File: src/rtl/nes_pkg.sv
// Shared types and constants for the NES pad controller.
// Latency: n/a (declarations only).
// Backpressure: n/a (declarations only).
package nes_pkg;

  // Frame sequencer states
  typedef enum logic [2:0] {
    ST_IDLE   = 3'd0,
    ST_LATCH  = 3'd1,
    ST_SAMPLE = 3'd2,
    ST_CLK_HI = 3'd3,
    ST_CLK_LO = 3'd4,
    ST_DONE   = 3'd5
  } nes_state_t;

  // Button bit positions in the buttons / release_pulse vectors
  localparam int unsigned BTN_A      = 0;
  localparam int unsigned BTN_B      = 1;
  localparam int unsigned BTN_SELECT = 2;
  localparam int unsigned BTN_START  = 3;
  localparam int unsigned BTN_UP     = 4;
  localparam int unsigned BTN_DOWN   = 5;
  localparam int unsigned BTN_LEFT   = 6;
  localparam int unsigned BTN_RIGHT  = 7;

  // Protocol shape: latch strobe length in ticks, bits per frame
  localparam int unsigned LATCH_TICKS = 2;
  localparam int unsigned NUM_BITS    = 8;

  // Buttons that were held in the previous frame and are no longer held
  function automatic logic [NUM_BITS-1:0] release_mask(
    input logic [NUM_BITS-1:0] old_btn,
    input logic [NUM_BITS-1:0] new_btn
  );
    return old_btn & ~new_btn;
  endfunction

endpackage

File: src/rtl/nes_tick_gen.sv
// Protocol tick generator: one-clk strobe every CLK_DIV clk cycles.
// Latency: tick is combinational from the free-running divider count.
// Backpressure: none; the divider never stalls.
module nes_tick_gen
  import nes_pkg::*;
#(
  parameter int unsigned CLK_DIV = 4
) (
  input  logic clk,
  input  logic reset_n,
  output logic tick
);

  localparam logic [15:0] TICK_LAST = 16'(CLK_DIV - 1);

  logic [15:0] div_cnt;

  assign tick = (div_cnt == TICK_LAST);

  // Free-running divider 0..CLK_DIV-1, wrapping on the tick cycle
  always_ff @(posedge clk or negedge reset_n) begin
    if (!reset_n) begin
      div_cnt <= '0;
    end else if (tick) begin
      div_cnt <= '0;
    end else begin
      div_cnt <= div_cnt + 16'd1;
    end
  end

endmodule

File: src/rtl/nes_pad_controller.sv
// NES pad poller: latches and shifts the pad, publishes debounced button state once per frame.
// Latency: 24 ticks from latch rise to frame_valid, frames POLL_TICKS idle ticks apart.
// Backpressure: none; enable only gates the start of the next frame, never aborts one.
// Build option: define NES_RELEASE_PULSE_EN to generate release_pulse, otherwise it is tied low.
module nes_pad_controller
  import nes_pkg::*;
#(
  parameter int unsigned CLK_DIV    = 4,
  parameter int unsigned POLL_TICKS = 16
) (
  input  logic       clk,
  input  logic       reset_n,
  input  logic       enable,
  input  logic       nes_data,
  output logic       nes_latch,
  output logic       nes_clk,
  output logic [7:0] buttons,
  output logic       frame_valid,
  output logic [7:0] release_pulse
);

  localparam logic [15:0] POLL_LAST  = 16'(POLL_TICKS - 1);
  localparam logic [1:0]  LATCH_LAST = 2'(LATCH_TICKS - 1);
  localparam logic [2:0]  IDX_LAST   = 3'(NUM_BITS - 1);

  logic             tick;
  nes_state_t       state;
  logic [15:0]      poll_cnt;
  logic [1:0]       lat_cnt;
  logic [2:0]       bit_idx;
  logic [7:0]       shift_q;
  logic [1:0]       data_sync;
  logic             sample_bit;
  logic             frame_done;
  logic [7:0]       frame_word;

  nes_tick_gen #(
    .CLK_DIV (CLK_DIV)
  ) u_tick_gen (
    .clk     (clk),
    .reset_n (reset_n),
    .tick    (tick)
  );

  // Two-flop synchronizer; idles high so a reset reads as "not pressed"
  always_ff @(posedge clk or negedge reset_n) begin
    if (!reset_n) begin
      data_sync <= 2'b11;
    end else begin
      data_sync <= {data_sync[0], nes_data};
    end
  end

  // Pad data is active-low; internal shift register is active-high
  assign sample_bit = ~data_sync[1];

  // Final sample of a frame: the last bit is being captured on this tick
  assign frame_done = (state == ST_SAMPLE) && tick && (bit_idx == IDX_LAST);

  // Complete frame including the bit captured this cycle, so buttons never sees a partial word
  always_comb begin
    frame_word          = shift_q;
    frame_word[bit_idx] = sample_bit;
  end

  // Frame sequencer with registered pad strobes; only DONE advances without a tick
  always_ff @(posedge clk or negedge reset_n) begin
    if (!reset_n) begin
      state       <= ST_IDLE;
      poll_cnt    <= '0;
      lat_cnt     <= '0;
      bit_idx     <= '0;
      shift_q     <= '0;
      buttons     <= '0;
      frame_valid <= 1'b0;
      nes_latch   <= 1'b0;
      nes_clk     <= 1'b0;
    end else begin
      frame_valid <= 1'b0;
      case (state)
        ST_IDLE: begin
          if (tick) begin
            if (poll_cnt == POLL_LAST) begin
              // Counter parks here while enable is low; start on the first enabled tick
              if (enable) begin
                state     <= ST_LATCH;
                poll_cnt  <= '0;
                lat_cnt   <= '0;
                bit_idx   <= '0;
                nes_latch <= 1'b1;
              end
            end else begin
              poll_cnt <= poll_cnt + 16'd1;
            end
          end
        end

        ST_LATCH: begin
          if (tick) begin
            if (lat_cnt == LATCH_LAST) begin
              state     <= ST_SAMPLE;
              nes_latch <= 1'b0;
              bit_idx   <= '0;
            end else begin
              lat_cnt <= lat_cnt + 2'd1;
            end
          end
        end

        ST_SAMPLE: begin
          if (tick) begin
            shift_q[bit_idx] <= sample_bit;
            if (frame_done) begin
              // Publish on entry to DONE so frame_valid and the new word share the DONE clk
              state       <= ST_DONE;
              buttons     <= frame_word;
              frame_valid <= 1'b1;
            end else begin
              state   <= ST_CLK_HI;
              nes_clk <= 1'b1;
            end
          end
        end

        ST_CLK_HI: begin
          if (tick) begin
            state   <= ST_CLK_LO;
            nes_clk <= 1'b0;
            bit_idx <= bit_idx + 3'd1;
          end
        end

        ST_CLK_LO: begin
          if (tick) begin
            state <= ST_SAMPLE;
          end
        end

        ST_DONE: begin
          state    <= ST_IDLE;
          poll_cnt <= '0;
        end

        default: begin
          state     <= ST_IDLE;
          nes_latch <= 1'b0;
          nes_clk   <= 1'b0;
        end
      endcase
    end
  end

`ifdef NES_RELEASE_PULSE_EN
  logic [7:0] release_q;

  // One-clk release strobe aligned with frame_valid, compares outgoing and incoming words
  always_ff @(posedge clk or negedge reset_n) begin
    if (!reset_n) begin
      release_q <= '0;
    end else if (frame_done) begin
      release_q <= release_mask(buttons, frame_word);
    end else begin
      release_q <= '0;
    end
  end

  assign release_pulse = release_q;
`else
  assign release_pulse = 8'h00;
`endif

endmodule

File: config.mk
export PLATFORM = sky130hd
export DESIGN_NAME = nes_pad_controller
export DESIGN_NICKNAME = d
export VERILOG_FILES = /design/src/rtl/nes_pkg.sv /design/src/rtl/nes_tick_gen.sv /design/src/rtl/nes_pad_controller.sv
export SDC_FILE = /design/constraint.sdc
export NUM_CORES = 1
export LEC_CHECK = 0
export ABC_CLOCK_PERIOD_IN_PS = 3150
export BUFFER_PORTS_ARGS = -buffer_cell sky130_fd_sc_hd__buf_2
export CORE_ASPECT_RATIO = 1.5
export CORE_MARGIN = 1.5
export CORE_UTILIZATION = 25
export DETAILED_ROUTE_END_ITERATION = 12
export PLACE_DENSITY = 0.44
export SLEW_MARGIN = 20
export SYNTH_ARGS = -nofsm -noshare
export SYNTH_HDL_FRONTEND = slang
export SYNTH_HIERARCHICAL = 1
export SYNTH_SLANG_ARGS = --single-unit
export TNS_END_PERCENT = 100
File: constraint.sdc
create_clock -name clk -period 3.15 [get_ports clk]
set_input_delay 0.63 -clock clk [delete_from_list [all_inputs] [get_ports clk]]
set_output_delay 0.63 -clock clk [all_outputs]
set_load 0.05 [all_outputs]
**Yosys cells after proc, flatten, opt, wreduce, memory -nomap -nowiden**

Index checks and enable logic that the tools add are counted.

- Flip-flop bits (word level): 61
- Bits of input ports: 4
- Output and inout bits: 19
- Word-level logic and storage cells: 101

- Add/sub/neg operators: 4
- Order comparisons: 2
- Equality and inequality tests: 20
- Mux-type cells: 44
- Bitwise gates (word level): 3
- Reductions and logical operators: 17

Operators by type and width:

| cell | number |
|---|---|
| $mux W16 | 4 |
| $mux W3 | 15 |
| $add A16 B1 Y16 const B | 2 |
| $pmux W16 S2 | 1 |
| $ne A2 B2 Y1 const B | 10 |
| $eq A16 B2 Y1 const B | 1 |
| $eq A16 B4 Y1 const B | 1 |
| $pmux W3 S5 | 1 |
| $mux W1 | 12 |
| $reduce_and A6 Y1 | 2 |
| $mux W2 | 5 |
| $eq A3 B3 Y1 const B | 3 |
| $pmux W3 S3 | 1 |
| $bwmux W8 | 1 |
| $reduce_and A8 Y1 | 1 |
| $reduce_or A4 Y1 | 2 |
| $reduce_and A7 Y1 | 1 |
| $eq A3 B2 Y1 const B | 2 |
| $pmux W1 S3 | 2 |
| $reduce_and A3 Y1 | 2 |
| $lt A3 B4 Y1 const B | 1 |
| $pmux W2 S2 | 1 |
| $reduce_and A4 Y1 | 1 |
| $reduce_bool A2 Y1 | 2 |
| other kinds (12) | 16 |

**Longest topological paths before layout**

- Word-level depth: 6
- Gate-level depth with buffers: 10
- Depth with buffers taken out: 8

**Modules after synthesis**

Netlist, hierarchy kept.

By module, submodules not included:

| module | instances | cells each | area an instance (um2) | sequential area each (um2) |
|---|---|---|---|---|
| nes_pad_controller | 1 | 262 | 2426.1 | 1128.6 |
| nes_tick_gen | 1 | 65 | 779.5 | 400.4 |

**Worst setup path before layout**

No wires, ideal clock.

- Path kind: flip-flop to flip-flop
- From: register u_tick_gen.div_cnt[0]
- To: register poll_cnt[10]
- Setup time: 122 ps
- Arrival: 2402 ps
- Data required time: 3028 ps
- Path slack: 627 ps
- Stages on the path, launching flop included: 10
- Path buffers: 1
- Clock period less this slack: 2523 ps
- Cells stage by stage: dfrtp_1 -> ha_1 -> nor4b_1 -> and4_1 -> or4b_1 -> clkbuf_1 -> a211oi_1 -> nand4_1 -> xor2_1 -> nor2_1

- Longest elaborated chain between the ends: 3

Ends and longest elaborated chain:

| element | line | RTL |
|---|---|---|
| start: declaration | nes_tick_gen.sv:16 | `logic [15:0] div_cnt;` |
| start signal: assignment | nes_tick_gen.sv:27 | `div_cnt <= div_cnt + 16'd1;` |
| $eq A16 B2 Y1 | nes_tick_gen.sv:18 | `assign tick = (div_cnt == TICK_LAST);` |
| net tick | nes_pad_controller.sv:26 | `logic tick;` |
| $ne A2 B2 Y1 (no source line) | -- |  |
| $reduce_and A3 Y1 (no source line) | -- |  |
| end signal: assignment | nes_pad_controller.sv:93 | `poll_cnt <= poll_cnt + 16'd1;` |
| end: declaration | nes_pad_controller.sv:28 | `logic [15:0] poll_cnt;` |

The timed path passes the listed nets, and every way through them passes these cells.
A chain may end at the register's enable or synchronous reset.

**Final worst setup path**

- From: register u_tick_gen.div_cnt[0]
- To: register poll_cnt[14]

The elaborated chain is that of the path after synthesis.

==> results.cfg <==
[timing]
drv_slew = 0
min_period_ps = 2760
fmax_mhz = 363
clock_skew_ps = 6.58
finalCritPeriodShare = 0.875
fin_tns_setup_ps = 0
setup_viol = 0
hold_slack_ps = 302
worst_pin_slew_ps = 932
hold_violations = 0
rsz0062_at_grt = no
slew_headroom = 0.377

[worst_setup_path]
max_stage_delay_ps = 580
crit_family = simple AND/OR/NAND/NOR gates
crit_type = register to register
crit_slowest_cell = or4b_1
cp_cell_sequence = ha_1, nor4b_1, and4_1, or4b_1, a211oi_1, nand3_1, xor2_1, nor2_1
critPathBufInv = 0
cp.arrival_ps = 2970
worstPathRequired_ps = 3360
start_kind = register
endpoint_kind = register
path_max_fanout = 6

[power]
power.share.switching = 0.205
power.internal_mw = 1.57
seqPwrFrac = 0.400
power_frac_clock = 0.578
p_leak_nw = 1.61
switchingPower_mw = 0.403
vdd_drop_max_mv = 0.254
combPwrFrac = 0.023
p_per_area_mw_per_mm2 = 525

[floorplanning]
die_w_um = 95.5
die_height_um = 142
rows = 50
core_area_sq_mm = 0.0125
io_pins = 23
dieArea_sq_mm = 0.0135
start_util = 0.256

[yosys]
yosysUniqueCellTypes = 51
synth_area_per_cell_sq_um = 9.80
async_flop_share = 1.00
syn-cell-area_sq_mm = 0.00321
syn_inst = 327
synth_edf_count = 0
ys_seq_area_frac = 0.477
ys.flop_type = dfrtp_1
ys_warn_count = 6
ys_seq_elements = 61

[min_path]
hold_path_class = primary input to async pin

[place]
gp_congestion = 0.730
portBuffers = 14
dp.final_hpwl_um = 4730

[clock_network]
clock-root-buffer = clkbuf_16
numCtsBuffers = 9
cts.clk_slew.worst_paths_ps = 50
clockBufferDepth = 2
htree_num_levels = 3
ctsHoldBuffers = 0
post_cts_buffers = 0
cts_tree = built
clk_latency_ps = 330
post_cts_resized = 0
cts_num_sinks = 61

[final_layout]
layout.nets = 351
drive_above_1_share = 0.156
diodes = 0
syn2layout_area_growth_pct = 17.2

[routing]
ant_nets = 0
vias = 2374
drt_iter0_drc = 150
via_per_inst = 4.72
post-route-drc-count = 0
wl_um = 6810
wl_per_cell_um = 13.5
dr.pass1.iters = 4

[global_routing]
grt-ovfl-total = 0
grt_pass1_vias = 2379
grt_max_degree = 43
grt_usage = 0.112
antenna_found_initial = 0
grt_pass1_wl_um = 11600

[run_status]
status = completed

[run]
cap_violations = 0
==> cell type report <==
type,instances,area (sq um)
Multi-Input combinational cell,240,1540
Sequential cell,61,1530
Fill cell,1344,8750
Clock inverter,7,121
Clock buffer,9,225
Timing Repair Buffer,18,103
Tap cell,156,195
Inverter,12,45.0
==> registers in the layout (all words and copies together) (netlist names) <==
signal,cells
buttons,8
shift_q,8
lat_cnt,2
data_sync,2
frame_valid,1
nes_latch,1
state,3
nes_clk,1
u_tick_gen/div_cnt,16
poll_cnt,16
bit_idx,3
==> path summary, 6_finish.rpt <==
check	from	endpoint	slack, ps	depth (start not counted)
max	u_tick_gen/div_cnt[0]	poll_cnt[14]	390	8
min	reset_n	poll_cnt[12]	300	1
max in group asynchronous	reset_n	u_tick_gen/div_cnt[8]	2280	2
min reg2reg	data_sync[0]	data_sync[1]	350	0
max reg2reg	u_tick_gen/div_cnt[0]	poll_cnt[14]	390	8
min in group clk	data_sync[0]	data_sync[1]	350	0
==> cell usage in the layout, fill, tap and decap left out, types with 7 or more instances in the layout <==
| master | synthesis | final |
|---|---|---|
| conb_1 | 1 | 8 |
| buf_2 | 1 | 13 |
| nand3_1 | 17 | 17 |
| a21oi_1 | 20 | 20 |
| nand2_1 | 36 | 36 |
| xnor2_1 | 7 | 7 |
| clkbuf_16 | 0 | 9 |
| nor3_1 | 9 | 9 |
| inv_1 | 12 | 12 |
| nor2_1 | 22 | 22 |
| mux2i_1 | 11 | 11 |
| xor2_1 | 11 | 11 |
| dfrtp_1 | 59 | 59 |
| o21ai_0 | 20 | 20 |
==> through the flow <==
step                       util  power [mW]  area [sq um]  setup slack [ps]  std cells
after global routing      0.300        2.04          3760               130        503
after CTS                 0.300        2.01          3750               372        503
after detailed placement  0.272       0.848          3410               407        487
after floorplan               -       0.833          3230               627        334
final                     0.300        1.97          3760               394        503
after global placement    0.272       0.848          3410               449        487
==> synth_stat cells, types with 3 or more instances <==
master,number,share of area
a21oi_1,20,0.031
a31oi_1,3,0.0059
and4_1,3,0.0082
buf_4,8,0.019
clkbuf_1,10,0.012
dfrtp_1,59,0.46
ha_1,5,0.020
inv_1,12,0.014
mux2_2,6,0.021
mux2i_1,11,0.034
nand2_1,36,0.042
nand2b_1,5,0.0098
nand3_1,17,0.027
nand3b_1,3,0.0070
nand4_1,6,0.012
nor2_1,22,0.026
nor2b_1,4,0.0078
nor3_1,9,0.014
nor4_1,5,0.0098
nor4_2,4,0.016
o21ai_0,20,0.031
o41ai_1,3,0.0082
or4_1,3,0.0070
xnor2_1,7,0.019
xor2_1,11,0.030
==> layer usage <==
layer / vias up / global-route usage / wire length (um)
met3: 7 / 0.0252 / 215
met1: 1148 / 0.137 / 3180
met5: - / 0 / 0
met2: 31 / 0.180 / 3330
li1: 1188 / - / -
met4: 0 / 0.0604 / 87
==> power by group through the flow <==
| stage | clock network, mW | registers (mW) | logic, mW |
|---|---|---|---|
| after global routing | 1.20 | 0.788 | 0.0506 |
| after global placement | 0 | 0.802 | 0.0459 |
| final | 1.14 | 0.788 | 0.0449 |
| after detailed placement | 0 | 0.802 | 0.0463 |
| after CTS | 1.17 | 0.788 | 0.0464 |
| after floorplan | 0 | 0.801 | 0.0315 |
==> cells by family after synthesis <==
group / count (synthesis) / share of synthesized area
flops: 61 / 0.477
compound gates: 58 / 0.110
xor+xnor: 18 / 0.0492
other cells: 1 / 0.00117
simple gates: 134 / 0.237
buf+inv: 33 / 0.0511
mux: 17 / 0.0554
fa+ha+maj: 5 / 0.0195
Note: power is estimated with default switching activity, not from simulation.
